`src/rtl/debug_hw_pkg.sv`:
```
// debug_hw_pkg: shared channel index type and default timing constants for the
// debug LED / button front end.
package debug_hw_pkg;
    localparam int MAX_CH = 8;
    typedef logic [$clog2(MAX_CH)-1:0] ch_idx_t;
    localparam int DEFAULT_DEBOUNCE_CYCLES = 240_000;
    localparam int DEFAULT_BLINK_CYCLES    = 12_000_000;
    localparam int DEFAULT_SCAN_CYCLES     = 48_000_000;
endpackage

```
`src/rtl/debug_btn_debounce.sv`:
```
// debug_btn_debounce: synchronizes an active-low pad, filters it for DEBOUNCE_CYCLES
// stable cycles and emits a one-cycle pulse on each accepted press.
module debug_btn_debounce
    import debug_hw_pkg::*;
#(
    parameter int DEBOUNCE_CYCLES = DEFAULT_DEBOUNCE_CYCLES
) (
    input  logic clk,
    input  logic rst,
    input  logic btn_n,
    output logic press
);
    localparam int CW = $clog2(DEBOUNCE_CYCLES + 1);

    logic          sync1_q, sync2_q;
    logic          stable_q, stable_d;
    logic          press_q, press_d;
    logic [CW-1:0] cnt_q, cnt_d;

    always_comb begin
        stable_d = stable_q;
        cnt_d    = cnt_q + CW'(1);
        if (sync2_q == stable_q) begin
            cnt_d = '0;
        end else if (cnt_q == CW'(DEBOUNCE_CYCLES - 1)) begin
            stable_d = sync2_q;
            cnt_d    = '0;
        end
        press_d = stable_d & ~stable_q;
    end

    always_ff @(posedge clk or posedge rst) begin
        if (rst) begin
            sync1_q  <= 1'b0;
            sync2_q  <= 1'b0;
            stable_q <= 1'b0;
            press_q  <= 1'b0;
            cnt_q    <= '0;
        end else begin
            sync1_q  <= ~btn_n;
            sync2_q  <= sync1_q;
            stable_q <= stable_d;
            press_q  <= press_d;
            cnt_q    <= cnt_d;
        end
    end

    assign press = press_q;
endmodule

```
`src/rtl/debug_hw_ctrl.sv`:
```
// debug_hw_ctrl: arbitrates the 8-bit debug LED bank between NUM_CH channels with
// button A stepping and button B freezing. DEBUG_HW_AUTOSCAN_EN adds an auto-step timer.
module debug_hw_ctrl
    import debug_hw_pkg::*;
#(
    parameter int NUM_CH          = 4,
    parameter int DEBOUNCE_CYCLES = DEFAULT_DEBOUNCE_CYCLES,
    parameter int BLINK_CYCLES    = DEFAULT_BLINK_CYCLES
`ifdef DEBUG_HW_AUTOSCAN_EN
    ,
    parameter int SCAN_CYCLES     = DEFAULT_SCAN_CYCLES
`endif
) (
    input  logic                      clk,
    input  logic                      rst,
    input  logic                      btnA,
    input  logic                      btnB,
    input  logic [NUM_CH*8-1:0]       ch_bits,
    input  logic [NUM_CH-1:0]         ch_valid,
    output logic [7:0]                bits,
    output logic                      red,
    output logic                      green,
    output logic                      blue,
    output logic [$clog2(NUM_CH)-1:0] sel
);
    localparam int SW = $clog2(NUM_CH);
    localparam int HW = $clog2(BLINK_CYCLES + 1);

    logic          press_a, press_b, adv, hb_wrap;
    logic [SW-1:0] sel_q, sel_d, nxt;
    logic          frozen_q, frozen_d, red_q, blue_q, blue_d, green_q, green_d;
    logic [7:0]    bits_q, bits_d, snap_q, snap_d;
    logic [HW-1:0] hb_q, hb_d;
`ifdef DEBUG_HW_AUTOSCAN_EN
    localparam int SCW = $clog2(SCAN_CYCLES + 1);
    logic [SCW-1:0] scan_q, scan_d;
`endif

    debug_btn_debounce #(.DEBOUNCE_CYCLES(DEBOUNCE_CYCLES)) u_btn_a (
        .clk(clk), .rst(rst), .btn_n(btnA), .press(press_a)
    );
    debug_btn_debounce #(.DEBOUNCE_CYCLES(DEBOUNCE_CYCLES)) u_btn_b (
        .clk(clk), .rst(rst), .btn_n(btnB), .press(press_b)
    );

    // Descending scan so the nearest valid index above sel wins.
    always_comb begin
        nxt = sel_q;
        for (int k = NUM_CH - 1; k >= 1; k--) begin
            if (ch_valid[SW'((int'(sel_q) + k) % NUM_CH)]) nxt = SW'((int'(sel_q) + k) % NUM_CH);
        end
    end

    always_comb begin
        adv = press_a & ~frozen_q;
`ifdef DEBUG_HW_AUTOSCAN_EN
        adv    = adv | (~frozen_q & (scan_q == SCW'(SCAN_CYCLES - 1)));
        scan_d = frozen_q ? scan_q : (adv ? '0 : scan_q + SCW'(1));
`endif
        sel_d    = adv ? nxt : sel_q;
        frozen_d = frozen_q ^ press_b;
        snap_d   = (press_b & ~frozen_q) ? bits_q : snap_q;
        bits_d   = frozen_q ? snap_q : (ch_valid[sel_q] ? ch_bits[{sel_q, 3'b000} +: 8] : 8'h00);
        blue_d   = ~ch_valid[sel_q];
        hb_wrap  = hb_q == HW'(BLINK_CYCLES - 1);
        hb_d     = hb_wrap ? '0 : hb_q + HW'(1);
        green_d  = green_q ^ hb_wrap;
    end

    always_ff @(posedge clk or posedge rst) begin
        if (rst) begin
            sel_q    <= '0;
            frozen_q <= 1'b0;
            red_q    <= 1'b0;
            blue_q   <= 1'b0;
            green_q  <= 1'b0;
            bits_q   <= '0;
            snap_q   <= '0;
            hb_q     <= '0;
`ifdef DEBUG_HW_AUTOSCAN_EN
            scan_q   <= '0;
`endif
        end else begin
            sel_q    <= sel_d;
            frozen_q <= frozen_d;
            red_q    <= frozen_q;
            blue_q   <= blue_d;
            green_q  <= green_d;
            bits_q   <= bits_d;
            snap_q   <= snap_d;
            hb_q     <= hb_d;
`ifdef DEBUG_HW_AUTOSCAN_EN
            scan_q   <= scan_d;
`endif
        end
    end

    assign bits  = bits_q;
    assign red   = red_q;
    assign green = green_q;
    assign blue  = blue_q;
    assign sel   = sel_q;
endmodule

```
`config.mk`:
```
export PLATFORM = sky130hd
export DESIGN_NAME = debug_hw_ctrl
export DESIGN_NICKNAME = d
export VERILOG_FILES = /design/src/rtl/debug_hw_pkg.sv /design/src/rtl/debug_btn_debounce.sv /design/src/rtl/debug_hw_ctrl.sv
export SDC_FILE = /design/constraint.sdc
export NUM_CORES = 1
export LEC_CHECK = 0
export CORE_ASPECT_RATIO = 0.7
export CORE_MARGIN = 2
export CORE_UTILIZATION = 50
export DETAILED_ROUTE_END_ITERATION = 6
export PLACE_DENSITY = 0.71
export SLEW_MARGIN = 10
export SYNTH_ARGS = -nofsm -noshare
export SYNTH_HDL_FRONTEND = slang
export SYNTH_HIERARCHICAL = 1
export SYNTH_SLANG_ARGS = --single-unit
```
`constraint.sdc`:
```
create_clock -name clk -period 4.4 [get_ports clk]
set_input_delay 0.88 -clock clk [delete_from_list [all_inputs] [get_ports clk]]
set_output_delay 0.88 -clock clk [all_outputs]
set_load 0.1 [all_outputs]
```
==> metrics.txt, run 1 <==
# H-tree levels 3; post-synthesis to final-layout area growth 20.08%; post-synthesis adder-cell area fraction roughly 1.1%; Critical Path Fanout Max 18; skew final between 0.006 and 0.007 ns; cell breakdown of the critical path clkdlybuf4s50_1; relative max-transition margin between 30% and 40%; Endpoint, Worst Hold u_btn_b/sync2_q; worst endpoint required time about 3.5 ns; CP delay by family, top buffers and inverters; clock transition at the registers of the reported paths ~0.06 ns; initial antenna violation count 0; vias in the first global route 3171; Worst Setup Start Kind flop; least setup slack across all paths after layout 1.197 ns; class of the most critical hold timing path flop to flop; total iterations of the first detailed-routing run 4; flop-to-flop setup slack 2.12 ns; max frequency 312.2 MHz; max-cap viol count 0; count of flip-flops with a built-in enable after synthesis 0; DRC violation count after routing 0; post-synthesis cell type count 51; first-pass GRT wire length 15630 um; TritonCTS Sinks 90; Resized Gates After CTS 0; synthesized instance count 424; most used flip-flop cell after synthesis dfrtp_1; Crit Reg-Reg Endpoint green; crit path buf inv count 1; WP data arrival about 2.3 ns; area of the mapped netlist ~4500 sq um; floorplan die area roughly 10000 sq um; number of placed instances with taps included 581; worst slack at placement 1.518 ns; first-iteration detailed-routing DRC count around 270; non-filler instance count after layout 596; routability cong. 0.8101; cell depth of the worst hold path 0; dominant combinational cell family by area after synthesis simple AND/OR/NAND/NOR gates; depth of the worst register-to-register path 4; minimum period implied by the final worst setup slack approximately 3.2 ns; routed length per placed instance 15.08 um; grt ovf 0; Fin. Hold Viols 0; buffers from clock root to sink, at most 2; insertion delay of the later-clocked pin in the worst-skew pair ~0.34 ns; hold buffer count at CTS 0; switching power total ~0.39 mW; CP max-delay cell clkdlybuf4s50_1; Logic pwr share 7.1%; standard-cell rows 28; worst hold start u_btn_b/sync1_q; Total Power 1.774 mW; post-synthesis mux area share under 10%; crit path from sel[1]; antenna-violating nets left 0; summed negative setup slack over all endpoints 0 ns; most frequent cells in the layout dfrtp_1 (90), clkdlybuf4s50_1 (52), nor2_1 (48); I/O pin cnt 53; number of buffers inserted during clock tree synthesis 9; maximum cell stage delay along the critical path 1.25 ns; Slew Limit Fails 0; post-synthesis share of cell area spent on and, or, nand and nor gates between 20% and 30%; Mapped Nets around 470; total core area 8618 sq um; number of nets at the end of the flow roughly 520; Total GRT Usage about a fifth; Synth warnings 6; vertical extent of the die 83.48 um; sequential fraction of design power a little under half; share of synthesized registers carrying an async set or reset between 90% and 100%; setup repair after global routing missed its margin false; maximum VDD drop between 200 and 250 uV; CTS root buffer clkbuf_16; placed standard-cell area 5109 sq um; complex-gate fraction of the synthesized area ~7.1%; final period utilization 72.80%; portion of the post-synthesis area used by sequential elements between 40 and 50%; portion of total power attributed to the clock network roughly 45%; CTS tree built; final hold slack roughly 0.35 ns; Initial Utilization a little over half; actual slew at the worst max-slew pin approximately 1.0 ns; drt total wl between 8000 and 9000 um; count of input and output buffers 52; leakage power 2.241 nW; diode insertion count for antenna repair 0; Power Internal roughly 1.4 mW; power density of the placed cells ~330 nW/um^2; final instance area between 5000 and 6000 sq um; Final setup viols 0; switching power share of the total ~22%; Detail Placement HPWL approximately 6300 um; xor/xnor share of the synthesized area 8.735%; vias after detailed routing between 3000 and 4000; average size of a mapped cell around 11 sq um; width of the die ~120 um; pin count of the biggest net entering global routing 47; core occupancy in the finished layout a little over three fifths; leading cell type in the layout, fill and taps excluded dfrtp_1; proportion of layout cells with a drive suffix above 1 between 10% and 20%; # Post-CTS Setup Buffers 0; worst r2r src hb_q[19]; DR vias/cell roughly 5.5; run status complete, no violations; flops & latches, synth 90; crit path kind flop to output port; kind of end point of the critical path output port
-- cell type report --
class	instances	area [sq um]
fill	710	3201
sequential	90	2252
multi-input combinational	292	2081
timing repair buffer	53	528.0
clock buffer	10	229.0
tap	120	150.1
inverter	26	97.59
clock inverter	5	80.08
-- layer usage --
layer / GRT usage (%) / part of all wire [%] / vias up
met2: 29.61 / 45 / 66
met5: 0 / 0 / -
met1: 28.45 / 50 / 1586
met3: 5.055 / 4.6 / 7
met4: 5.257 / 0.97 / 0
li1: - / - / 1609
-- power by group through the flow --
stage | Clock (mW) | Combinational [mW] | Sequential [mW]
floorplan | 0 | 0.0413 | 0.891
global placement | 0 | 0.126 | 0.861
detailed placement | 0 | 0.128 | 0.861
CTS | 0.824 | 0.128 | 0.846
global route | 0.862 | 0.137 | 0.847
finish | 0.802 | 0.126 | 0.846
-- cell families after synthesis --
kind of cell	after synthesis
flops	90
xor+xnor	45
compound gates	46
fa+ha+maj	4
buf+inv	42
simple gates	174
mux	23
-- cells in the mapped netlist, types with 3 or more instances --
cell type / instances / share of area (%)
buf_2: 5 / 0.55
mux2_2: 12 / 3.0
mux4_2: 8 / 4.0
or3_4: 3 / 0.75
nand3_1: 20 / 2.2
clkbuf_1: 7 / 0.58
a21oi_2: 3 / 0.58
nor3_1: 9 / 1.0
nand4_1: 14 / 1.9
mux2i_1: 3 / 0.67
xor2_1: 16 / 3.1
nor3b_1: 6 / 1.0
o31ai_1: 14 / 2.3
or4_4: 3 / 0.75
and3_1: 6 / 0.83
or4_1: 3 / 0.50
a21oi_1: 8 / 0.89
inv_1: 26 / 2.2
nand4_2: 3 / 0.83
nor4_1: 11 / 1.5
ha_1: 4 / 1.1
dfrtp_1: 90 / 50
xnor2_1: 29 / 5.6
nor2_1: 48 / 4.0
or3_1: 5 / 0.69
nand2_1: 26 / 2.2
o21ai_0: 7 / 0.78
-- state kept, by name, summed over array words and instances (netlist names), 2 cells and up --
signal,flops
bits,8
hb_q,24
sel,2
snap_q,8
u_btn_a/cnt_q,18
u_btn_b/cnt_q,18
-- worst max path at each step --
stage / to / slack, ns / cells after the start
after floorplan: bits[0] / 2.12 / 4
final: sel[1] / 1.20 / 1
after detailed placement: sel[1] / 1.52 / 1
after CTS: sel[1] / 1.17 / 1
after global placement: sel[1] / 1.57 / 1
after global routing: sel[1] / 1.11 / 1
Power figures use the tool's default switching activity.
==> run 2, diff against run 1 <==
PLACE_DENSITY = 0.73   (was 0.71)
clock period = 2.9 ns   (was 4.4 ns; I/O delays follow)
==> run 2 against run 1 <==
- count of clock-buffer cells in the layout up 4
- cell area down 0.65%
- clock skew decreased by 0.00062 ns
- via count decreased by 0.70%
- largest cell class unchanged
- critical path depth unchanged
- sequential share of layout area rose by 0.27 points
- critical path type unchanged
- core utilization is 0.41 points lower
- setup slack lost 0.39 ns
==> metrics.txt, run 2 (same netlist as run 1, synthesis figures left out) <==
CP delay by family, top flip-flops; Total GRT Usage 20.30% (+0.62 points); class of the most critical hold timing path flop to flop; proportion of layout cells with a drive suffix above 1 14.85% (+3.1 points); worst endpoint required time 2.32 ns (-1.20 ns); hold buffer count at CTS 0 (unchanged); Total Power 2.597 mW (+46%); power density of the placed cells 482.4 nW/um^2 (+47%); crit path buf inv count 1 (unchanged); CTS tree built; CTS root buffer clkbuf_16; Initial Utilization 52.35% (unchanged); DR vias/cell 5.426 (-1.0%); summed negative setup slack over all endpoints 0 ns (unchanged); width of the die 117.5 um (unchanged); maximum cell stage delay along the critical path 0.76 ns (-0.49 ns); Largest register FFs 24 (unchanged); maximum VDD drop 282.4 uV (+15%); max-cap viol count 0 (unchanged); first-pass GRT wire length 16090 um (+3.0%); DRC violation count after routing 0 (unchanged); crit path kind flop to output port; actual slew at the worst max-slew pin 0.8263 ns (-0.1746 ns); skew final 0.006119 ns (-0.0006208 ns); top flop regs hb_q: 24 flops, u_btn_a/cnt_q: 18 flops, u_btn_b/cnt_q: 18 flops; worst slack at placement 0.6117 ns (-0.9065 ns); WP data arrival 1.51 ns (-0.81 ns); standard-cell rows 28 (unchanged); I/O pin cnt 53 (unchanged); buffers from clock root to sink, at most 2 (unchanged); vias in the first global route 3250 (+2.5%); number of buffers inserted during clock tree synthesis 9 (unchanged); number of nets at the end of the flow 518 (+0.39%); grt ovf 0 (unchanged); Worst Setup Start Kind flop; kind of end point of the critical path output port; max frequency 478.8 MHz; core occupancy in the finished layout 62.46% (-0.41 points); first-iteration detailed-routing DRC count 174 (-35%); run status complete, no violations; initial antenna violation count 0 (unchanged); count of input and output buffers 52 (unchanged); Slew Limit Fails 0 (unchanged); drt total wl 9251 um (+2.9%); antenna-violating nets left 0 (unchanged); least setup slack across all paths after layout 0.8115 ns (-0.3853 ns); routed length per placed instance 15.47 um (+2.6%); CP max-delay cell dfrtp_1; leakage power 2.269 nW (+1.2%); Critical Path Fanout Max 18 (unchanged); Fin. Hold Viols 0 (unchanged); insertion delay of the later-clocked pin in the worst-skew pair 0.34 ns (about the same); leading cell type in the layout, fill and taps excluded dfrtp_1; cell breakdown of the critical path buf_4; post-synthesis to final-layout area growth 19.30%; vertical extent of the die 83.48 um (unchanged); Resized Gates After CTS 0 (unchanged); flop-to-flop setup slack 0.87 ns (-1.25 ns); Detail Placement HPWL 6537 um (+3.9%); final hold slack 0.3728 ns (+0.01811 ns); floorplan die area 9812 sq um (unchanged); clock transition at the registers of the reported paths 0.06 ns (about the same); most frequent cells in the layout dfrtp_1 (90), nor2_1 (48), clkdlybuf4s50_1 (39); # Post-CTS Setup Buffers 0 (unchanged); pin count of the biggest net entering global routing 47 (unchanged); minimum period implied by the final worst setup slack between 2 and 2.5 ns; vias after detailed routing 3245 (-0.70%); final period utilization 72.02%; Reg with most FFs hb_q; total core area 8618 sq um (unchanged); routability cong. 0.8644 (+6.7%); # H-tree levels 3 (unchanged); TritonCTS Sinks 90 (unchanged); relative max-transition margin 44.85% (+12 points); Final setup viols 0 (unchanged); setup repair after global routing missed its margin false; diode insertion count for antenna repair 0 (unchanged); total iterations of the first detailed-routing run 4 (unchanged)
==> run 2: cell types whose count changed in the layout (fill, tap and decap cells not counted), sizes merged <==
| cell | delta |
|---|---|
| bufinv | -2 |
| clkbuf | +4 |
| buf | +15 |
| clkinv | -1 |
| clkdlybuf4s50 | -13 |
| clkinvlp | -1 |
==> run 2: worst paths after layout <==
check                                        end            start  cells past startpoint
worst max-delay path                      sel[1]           sel[1]                      1
worst min-delay path             u_btn_a/sync2_q  u_btn_a/sync1_q                      0
worst max register to register          hb_q[18]         hb_q[15]                      4
worst min register to register   u_btn_a/sync2_q  u_btn_a/sync1_q                      0
max in group asynchronous       u_btn_b/cnt_q[4]              rst                      2
min in group asynchronous               hb_q[16]              rst                      3
==> run 2: where the power goes <==
part           internal (mW)  total, mW  switching, mW
registers               1.27       1.28         0.0130
logic                 0.0784      0.190          0.112
clock network          0.670       1.12          0.452
==> run 2: stage by stage <==
stage / instance area [sq um] / cells
floorplan: 4512 / 424
global placement: 5091 / 583
detailed placement: 5091 / 583
CTS: 5383 / 598
global route: 5383 / 598
finish: 5383 / 598
==> run 2: area by class of cell <==
type	instances	area [sq um]
repair buffers	55	510.5
clock buffers	14	284.0
flip-flops and latches	90	2252
well taps	120	150.1
clock inverters	1	7.507
inverters	26	97.59
fillers	711	3236
multi-input cells	292	2081
==> run 2: metal layers <==
layer  global-route usage, %  wire (um)
met5                       0          0
met4                   5.257         89
met3                   5.464        432
met2                   31.26       4187
met1                   28.69       4542
